<file path="config.mk">
export PLATFORM = sky130hd
export DESIGN_NAME = phase_interval_timer
export DESIGN_NICKNAME = d
export VERILOG_FILES = /design/src/rtl/phase_interval_timer.sv
export SDC_FILE = /design/constraint.sdc
export NUM_CORES = 1
export LEC_CHECK = 0
export ABC_AREA = 1
export ABC_CLOCK_PERIOD_IN_PS = 2100
export BUFFER_PORTS_ARGS = -buffer_cell sky130_fd_sc_hd__buf_2
export CORE_MARGIN = 5
export CORE_UTILIZATION = 45
export DETAILED_ROUTE_END_ITERATION = 12
export GPL_ROUTABILITY_DRIVEN = 1
export PLACE_DENSITY = 0.63
export SLEW_MARGIN = 20
export SYNTH_ARGS = -nofsm -noshare
export SYNTH_HDL_FRONTEND = slang
export SYNTH_SLANG_ARGS = --single-unit
</file>
<file path="constraint.sdc">
create_clock -name clock -period 2.1 [get_ports clock]
set_input_delay 0.21 -clock clock [delete_from_list [all_inputs] [get_ports clock]]
set_output_delay 0.21 -clock clock [all_outputs]
set_load 0.01 [all_outputs]
</file>
<file path="src/rtl/phase_interval_timer.sv">
// phase_interval_timer: loads the controller's current phase duration, counts it down on
// tick enables and pulses t for one clock at expiry, with bounded green extensions.
module phase_interval_timer #(
    parameter int WIDTH        = 6,
    parameter int GREEN_TICKS  = 20,
    parameter int YELLOW_TICKS = 8,
    parameter int CLEAR_TICKS  = 4,
    parameter int EXT_TICKS    = 8,
    parameter int MAX_EXT      = 2
) (
    input  logic             clock,
    input  logic             reset,
    input  logic             tick_en,
    input  logic [1:0]       phase,
    input  logic             extend_req,
    output logic             t,
    output logic [WIDTH-1:0] remaining,
    output logic             busy,
    output logic [1:0]       ext_used
);
    typedef enum logic [1:0] {COUNTING, EXPIRED, HOLD} state_t;

    localparam logic [WIDTH-1:0] GREEN_LOAD  = WIDTH'(GREEN_TICKS - 1);
    localparam logic [WIDTH-1:0] YELLOW_LOAD = WIDTH'(YELLOW_TICKS - 1);
    localparam logic [WIDTH-1:0] CLEAR_LOAD  = WIDTH'(CLEAR_TICKS - 1);
    localparam logic [WIDTH-1:0] EXT_LOAD    = WIDTH'(EXT_TICKS);
    localparam logic [1:0]       EXT_MAX     = 2'(MAX_EXT);

    state_t           state, state_n;
    logic [1:0]       phase_q, ext_cnt, ext_n;
    logic [WIDTH-1:0] count, count_n, load;
    logic             t_n;

    assign load = phase == 2'd0 ? GREEN_LOAD : phase == 2'd1 ? YELLOW_LOAD : CLEAR_LOAD;

    always_ff @(posedge clock or posedge reset) begin
        if (reset) begin
            state   <= HOLD;
            phase_q <= 2'd3;
            count   <= '0;
            ext_cnt <= '0;
            t       <= 1'b0;
        end else begin
            state   <= state_n;
            phase_q <= phase;
            count   <= count_n;
            ext_cnt <= ext_n;
            t       <= t_n;
        end
    end

    // A phase change outranks any tick; an extension replaces the final decrement.
    always_comb begin
        state_n = state;
        count_n = count;
        ext_n   = ext_cnt;
        t_n     = 1'b0;
        if (phase != phase_q) begin
            ext_n   = '0;
            state_n = phase == 2'd3 ? HOLD : COUNTING;
            count_n = phase == 2'd3 ? '0 : load;
        end else if (state == COUNTING && tick_en) begin
            if (count == '0) begin
                t_n     = 1'b1;
                state_n = EXPIRED;
            end else if (count == WIDTH'(1) && phase_q == 2'd0 && extend_req && ext_cnt < EXT_MAX) begin
                count_n = EXT_LOAD;
                ext_n   = ext_cnt + 2'd1;
            end else begin
                count_n = count - WIDTH'(1);
            end
        end
    end

    assign busy      = state == COUNTING;
    assign remaining = busy ? count : '0;
    assign ext_used  = ext_cnt > EXT_MAX ? EXT_MAX : ext_cnt;
endmodule

</file>
==> out/results.tsv, run 1 <==
stage	metric	value	unit
sta	pins over their slew limit	0	
finish	layout cells sized above 1	0.341	
floorplan	DIE WIDTH	55.3	um
critical_path	CP Max Fanout	4	
clocking	Max H-tree Level	1	
sta	total negative slack	0	ns
grt	first-pass GRT wire length	3.15	mm
route	Remaining DRCs	0	
sta	Tmin final	1.50	ns
sta	unrepaired setup endpoints after global routing	false	
sta	skew final	0.00185	ns
clocking	CTS tree	built	
synth	share of the yosys chip area belonging to registers	0.357	
grt	All-Layer GR Usage	0.129	
synth	Gate Count Post-Synth	115	
job	max-cap viol count	0	
grt	vias in the first global route	725	
floorplan	DIE AREA	3050	sq um
critical_path	Setup crit end kind	output pin	
run_status	status	completed	
placed_design	routability congestion estimate	0.845	
power	power per standard cell area	643	nW/um^2
sta	Final Cycle Share	0.717	
critical_path	critical path class	reg2out	
critical_path	CP Launch Type	register	
clocking	clock latency on the worst-skew pair	0.27	ns
synth	Mapped Nets	126	
critical_path	required time of the critical path	1.89	ns
route	ANT nets after route	0	
synth	Yosys warnings	0	
clocking	CTS Buf Count	3	
finish	Synth-to-Final Area Change	15.7	%
floorplan	CORE AREA	1960	sq um
placed_design	hpwl dp	1.44	mm
finish	final std cells w/o fill	162	
floorplan	DIE HEIGHT	55.3	um
clocking	root buffer cell	clkbuf_4	
route	initial DRC count	9	
hold_path	Hold Crit Depth	1	
route	wirelength, routed	1.78	mm
route	vias per cell	4.45	
grt	number of antenna violations at the first check in global routing	0	
grt	GR Overflow Total	0	
finish	most common cell after layout, fill and taps aside	nand2_1	
sta	Final Setup Violations	0	
critical_path	Register-to-Register Path Depth	9	
sta	Rel. slew slack	0.655	
grt	largest net degree at the start of global routing	14	
clocking	CTS clk-pin slew, worst paths	0.08	ns
placed_design	Placed Cells	157	
placed_design	# port buffers	15	
clocking	clock sink count	13	
route	via count	721	
finish	Final nets	147	
sta	worst-margin pin slew	0.517	ns
sta	Max Fclk	0.665	GHz
sta	Final Hold Vio Count	0	
synth	Yosys cell types	19	
power	Pleak	0.597	nW
finish	filler instances	213	
power	total power	0.686	mW
synth	Mean Syn Cell Area	8.02	sq um
hold_path	Hold Crit Class	in2reg	
floorplan	Core Rows	16	
floorplan	Initial Utilization	0.470	
route	DRT Pass-1 Iters	3	
clocking	Clock Path Buffers	2	
critical_path	CP Data Arrival Time	1.29	ns
route	drt wl/cell	11.0	um
finish	most frequent cells in the layout	23 x nand2_1, 18 x inv_1, 15 x nand3_1, 15 x buf_2	
synth	synthesized area	922	sq um
finish	antenna fix cells	0	
floorplan	IO Pins	16	
power	maximum VDD drop	337	uV
synth	Yosys reg bits	13	
## synth_stat cells
| cell type | number | share of area |
|---|---|---|
| nand2_1 | 23 | 0.094 |
| inv_1 | 18 | 0.073 |
| nand3_1 | 15 | 0.081 |
| dfrtp_1 | 10 | 0.27 |
| nor2_1 | 10 | 0.041 |
| nand2_4 | 6 | 0.073 |
| ha_1 | 5 | 0.068 |
| nand2_2 | 5 | 0.034 |
| inv_2 | 4 | 0.016 |
| nor2_4 | 4 | 0.049 |
| dfstp_2 | 3 | 0.085 |
| o21ai_2 | 3 | 0.028 |
| a21oi_1 | 2 | 0.011 |
| o21ai_0 | 2 | 0.011 |
| nand3_4 | 1 | 0.019 |
| nor2_8 | 1 | 0.022 |
| nor4_1 | 1 | 0.0068 |
| or2_2 | 1 | 0.0068 |
| xor2_1 | 1 | 0.0095 |
## per-layer routing
metal | vias up | share of wire | GRT usage | routed length (um)
li1 | 391 | - | - | -
met4 | 0 | 0.0090 | 0.0521 | 16
met5 | - | 0 | 0 | 0
met3 | 2 | 0.047 | 0.0303 | 84
met2 | 13 | 0.45 | 0.201 | 809
met1 | 315 | 0.49 | 0.170 | 873
## state kept, by name (all words and copies together), names as in the netlist
name	count
state	2
count	6
t	1
ext_cnt	2
phase_q	2
## area by class of cell
| type | count | area (sq um) | share of cell area |
|---|---|---|---|
| sequential | 13 | 329 | 0.308 |
| tap | 27 | 33.8 | 0.0317 |
| timing repair buffer | 16 | 85.1 | 0.0797 |
| inverter | 22 | 82.6 | 0.0774 |
| multi-input combinational | 80 | 510 | 0.478 |
| clock buffer | 4 | 26.3 | 0.0246 |
## cell families (layout without fill, tap and decap cells)
family	after synthesis	in the layout	share of synthesized area
AND/OR/NAND/NOR	67	67	0.426
AO/OA/AOI/OAI	7	7	0.0502
XOR/XNOR	1	1	0.00950
flip-flops	13	13	0.357
adder cells (fa/ha/maj)	5	5	0.0678
buffers and inverters	22	42	0.0895
## repair_timing
item | in CTS | in global routing
resized for setup | 0 | 0
hold buffers | 1 | 0
endpoints found under the hold margin | 10 | 0
setup buffers | 0 | 0
## worst max-delay path, cell delays in order, from the launching register on
cell and delay, ns:
dfrtp_1 0.43, ha_1 0.20, or2_2 0.26, buf_2 0.14
## stage by stage
step                cell area (sq um)  hold slack [ns]  setup WS, ns   util
global placement                 1030            0.257         0.683  0.526
detailed placement               1030            0.269         0.684  0.526
CTS                              1070           0.0547         0.584  0.544
global route                     1070           0.0428         0.498  0.544
finish                           1070           0.0574         0.595  0.544
floorplan                         922           0.0848         0.808      -
## path summary, 6_finish.rpt
path	to	slack, ns	from
worst min register to register	count[1]	0.50	count[1]
worst max register to register	count[2]	0.66	count[1]
worst max-delay path	ext_used[1]	0.60	ext_cnt[0]
min in group asynchronous	ext_cnt[1]	0.51	reset
max in group asynchronous	state[1]	1.23	reset
worst min-delay path	phase_q[1]	0.06	phase[1]
## report_power, final
part	total (mW)	internal, mW	switching, mW
clock	0.153	0.0734	0.0800
sequential	0.299	0.274	0.0249
combinational	0.234	0.0830	0.151
No activity file was read; power rests on OpenSTA's default activity.
==> run 2: changes to the inputs <==
--- a/config.mk
+++ b/config.mk
@@ -6,7 +6,7 @@
 export NUM_CORES = 1
 export LEC_CHECK = 0
 export ABC_AREA = 1
-export ABC_CLOCK_PERIOD_IN_PS = 2100
+export ABC_CLOCK_PERIOD_IN_PS = 1400
 export BUFFER_PORTS_ARGS = -buffer_cell sky130_fd_sc_hd__buf_2
 export CORE_MARGIN = 5
 export CORE_UTILIZATION = 45
==> constraint.sdc (replaced) <==
create_clock -name clock -period 1.4 [get_ports clock]
set_input_delay 0.14 -clock clock [delete_from_list [all_inputs] [get_ports clock]]
set_output_delay 0.14 -clock clock [all_outputs]
set_load 0.01 [all_outputs]
==> run 2 against run 1 <==
Critical path depth unchanged; sequential power increased by 51%; flip-flop and latch count unchanged; global-route usage increased by 0.29 points; routed wire length increased by 4.5%; clock skew about the same; utilization increased by 4.0 points; clock-buffer cell count unchanged; combinational power increased by 62%; largest power group unchanged; non-clock buffer count increased by 7; via count increased by 8.2%.
==> out/results.tsv, run 2 (same netlist as run 1, synthesis figures left out) <==
stage	metric	value	unit	change
run_status	status	completed		unchanged
sta	worst-margin pin slew	0.531	ns	was 0.517 ns
floorplan	Core Rows	16		unchanged
route	drt wl/cell	11.0	um	about the same
power	power per standard cell area	926	nW/um^2	was 643 nW/um^2
finish	most frequent cells in the layout	23 x nand2_1, 15 x nand3_1, 14 x inv_1, 14 x buf_2, 10 x dfrtp_1		was 23 x nand2_1, 18 x inv_1, 15 x nand3_1, 15 x buf_2
finish	layout cells sized above 1	0.408		was 0.341
sta	Tmin final	1.35	ns	
grt	vias in the first global route	783		was 725
critical_path	crit path from	ext_cnt[1]		was ext_cnt[0]
route	Remaining DRCs	0		unchanged
floorplan	IO Pins	16		unchanged
hold_path	hold_sp	tick_en		was phase[1]
finish	most common cell after layout, fill and taps aside	nand2_1		unchanged
power	Pleak	0.621	nW	was 0.597 nW
route	wirelength, routed	1.86	mm	was 1.78 mm
finish	final core occ	0.584		was 0.544
critical_path	CP Data Arrival Time	1.21	ns	was 1.29 ns
grt	All-Layer GR Usage	0.131		was 0.129
grt	largest net degree at the start of global routing	14		unchanged
critical_path	CP Launch Type	register		unchanged
placed_design	# port buffers	15		unchanged
sta	Max Fclk	0.740	GHz	
critical_path	critical path class	reg2out		unchanged
route	DRT Pass-1 Iters	4		was 3
route	initial DRC count	10		was 9
grt	GR Overflow Total	0		unchanged
floorplan	Initial Utilization	0.470		unchanged
floorplan	CORE AREA	1960	sq um	unchanged
finish	Synth-to-Final Area Change	24.3	%	was 15.7%
clocking	clock latency on the worst-skew pair	0.27	ns	about the same
sta	unrepaired setup endpoints after global routing	true		was false
clocking	clock sink count	13		unchanged
finish	antenna fix cells	0		unchanged
clocking	root buffer cell	clkbuf_4		unchanged
placed_design	hpwl dp	1.46	mm	was 1.44 mm
placed_design	routability congestion estimate	0.857		was 0.845
sta	Rel. slew slack	0.646		was 0.655
critical_path	CP Max Fanout	4		unchanged
critical_path	required time of the critical path	1.26	ns	was 1.89 ns
grt	first-pass GRT wire length	3.29	mm	was 3.15 mm
finish	Final nets	154		was 147
critical_path	Setup crit end kind	output pin		unchanged
sta	Final Setup Violations	0		unchanged
clocking	Clock Path Buffers	2		unchanged
job	max-cap viol count	0		unchanged
floorplan	DIE AREA	3050	sq um	unchanged
clocking	CTS tree	built		unchanged
sta	Final Cycle Share	0.965		
finish	Largest register FFs	6		unchanged
power	maximum VDD drop	508	uV	was 337 uV
hold_path	Hold Crit Class	in2reg		unchanged
floorplan	DIE HEIGHT	55.3	um	unchanged
sta	pins over their slew limit	0		unchanged
clocking	CTS clk-pin slew, worst paths	0.08	ns	about the same
sta	hold slack	0.163	ns	was 0.0574 ns
floorplan	DIE WIDTH	55.3	um	unchanged
clocking	CTS Buf Count	3		unchanged
sta	Final Hold Vio Count	0		unchanged
route	ANT nets after route	0		unchanged
clocking	Max H-tree Level	1		unchanged
finish	Largest Register	count		unchanged
route	vias per cell	4.62		was 4.45
route	via count	780		was 721
grt	number of antenna violations at the first check in global routing	0		unchanged
critical_path	R2R Path Start	phase_q[0]		was count[1]
sta	skew final	0.00201	ns	was 0.00185 ns
-- run 2: cell count changes in the layout (fill, tap and decap cells not counted), sizes merged --
cell / before / now
buf: 15 / 20
dlygate4sd3: 1 / 3
-- run 2: area by class of cell --
| type | instances | area [sq um] |
|---|---|---|
| fillers | 206 | 816 |
| multi-input cells | 80 | 526 |
| flip-flops and latches | 13 | 329 |
| repair buffers | 23 | 149 |
| inverters | 22 | 82.6 |
| well taps | 27 | 33.8 |
| clock buffers | 4 | 26.3 |
-- run 2: repair_timing --
item,4_1_cts,5_1_grt
hold buffers,3,0
hold endpoints to repair,12,0
buffers inserted,1,2
resized for setup,1,9
pin swaps,0,4
endpoints found under the setup margin,12,16
gates cloned,0,0
-- run 2: critical path: stages (launching register included) --
cell and delay, ns:
dfrtp_1 0.42, ha_2 0.19, or2_4 0.22, buf_6 0.12
-- run 2: path summary, 6_finish.rpt --
path,endpoint,slack [ns],cells past startpoint
worst max-delay path,ext_used[1],0.05,3
worst min-delay path,t,0.16,3
worst max register to register,t,0.08,7
worst min register to register,count[1],0.54,2
max in group asynchronous,state[1],0.59,3
min in group asynchronous,ext_cnt[1],0.44,3
-- run 2: power breakdown --
part | internal (mW) | switching (mW) | total, mW
clock | 0.110 | 0.122 | 0.232
combinational | 0.147 | 0.232 | 0.380
sequential | 0.411 | 0.0386 | 0.450
total | 0.669 | 0.393 | 1.06
-- run 2: through the flow --
stage | power, mW | area [sq um] | std cells | TNS [ns] | setup WS [ns]
2_1_floorplan | 0.717 | 922 | 115 | 0 | 0.108
3_3_place_gp | 0.818 | 1050 | 160 | 0 | 0.0725
3_5_place_dp | 0.821 | 1050 | 160 | -0.00611 | -0.00611
4_1_cts | 1.06 | 1110 | 167 | -0.00634 | -0.00634
5_1_grt | 1.14 | 1150 | 169 | -0.0224 | -0.0201
6_report | 1.06 | 1150 | 169 | 0 | 0.0495
-- run 2: layer usage --
metal	wire, um	track usage	vias up
li1	-	-	410
met4	33	0.0521	0
met1	865	0.171	347
met2	853	0.209	19
met3	111	0.0303	4
met5	0	0	-
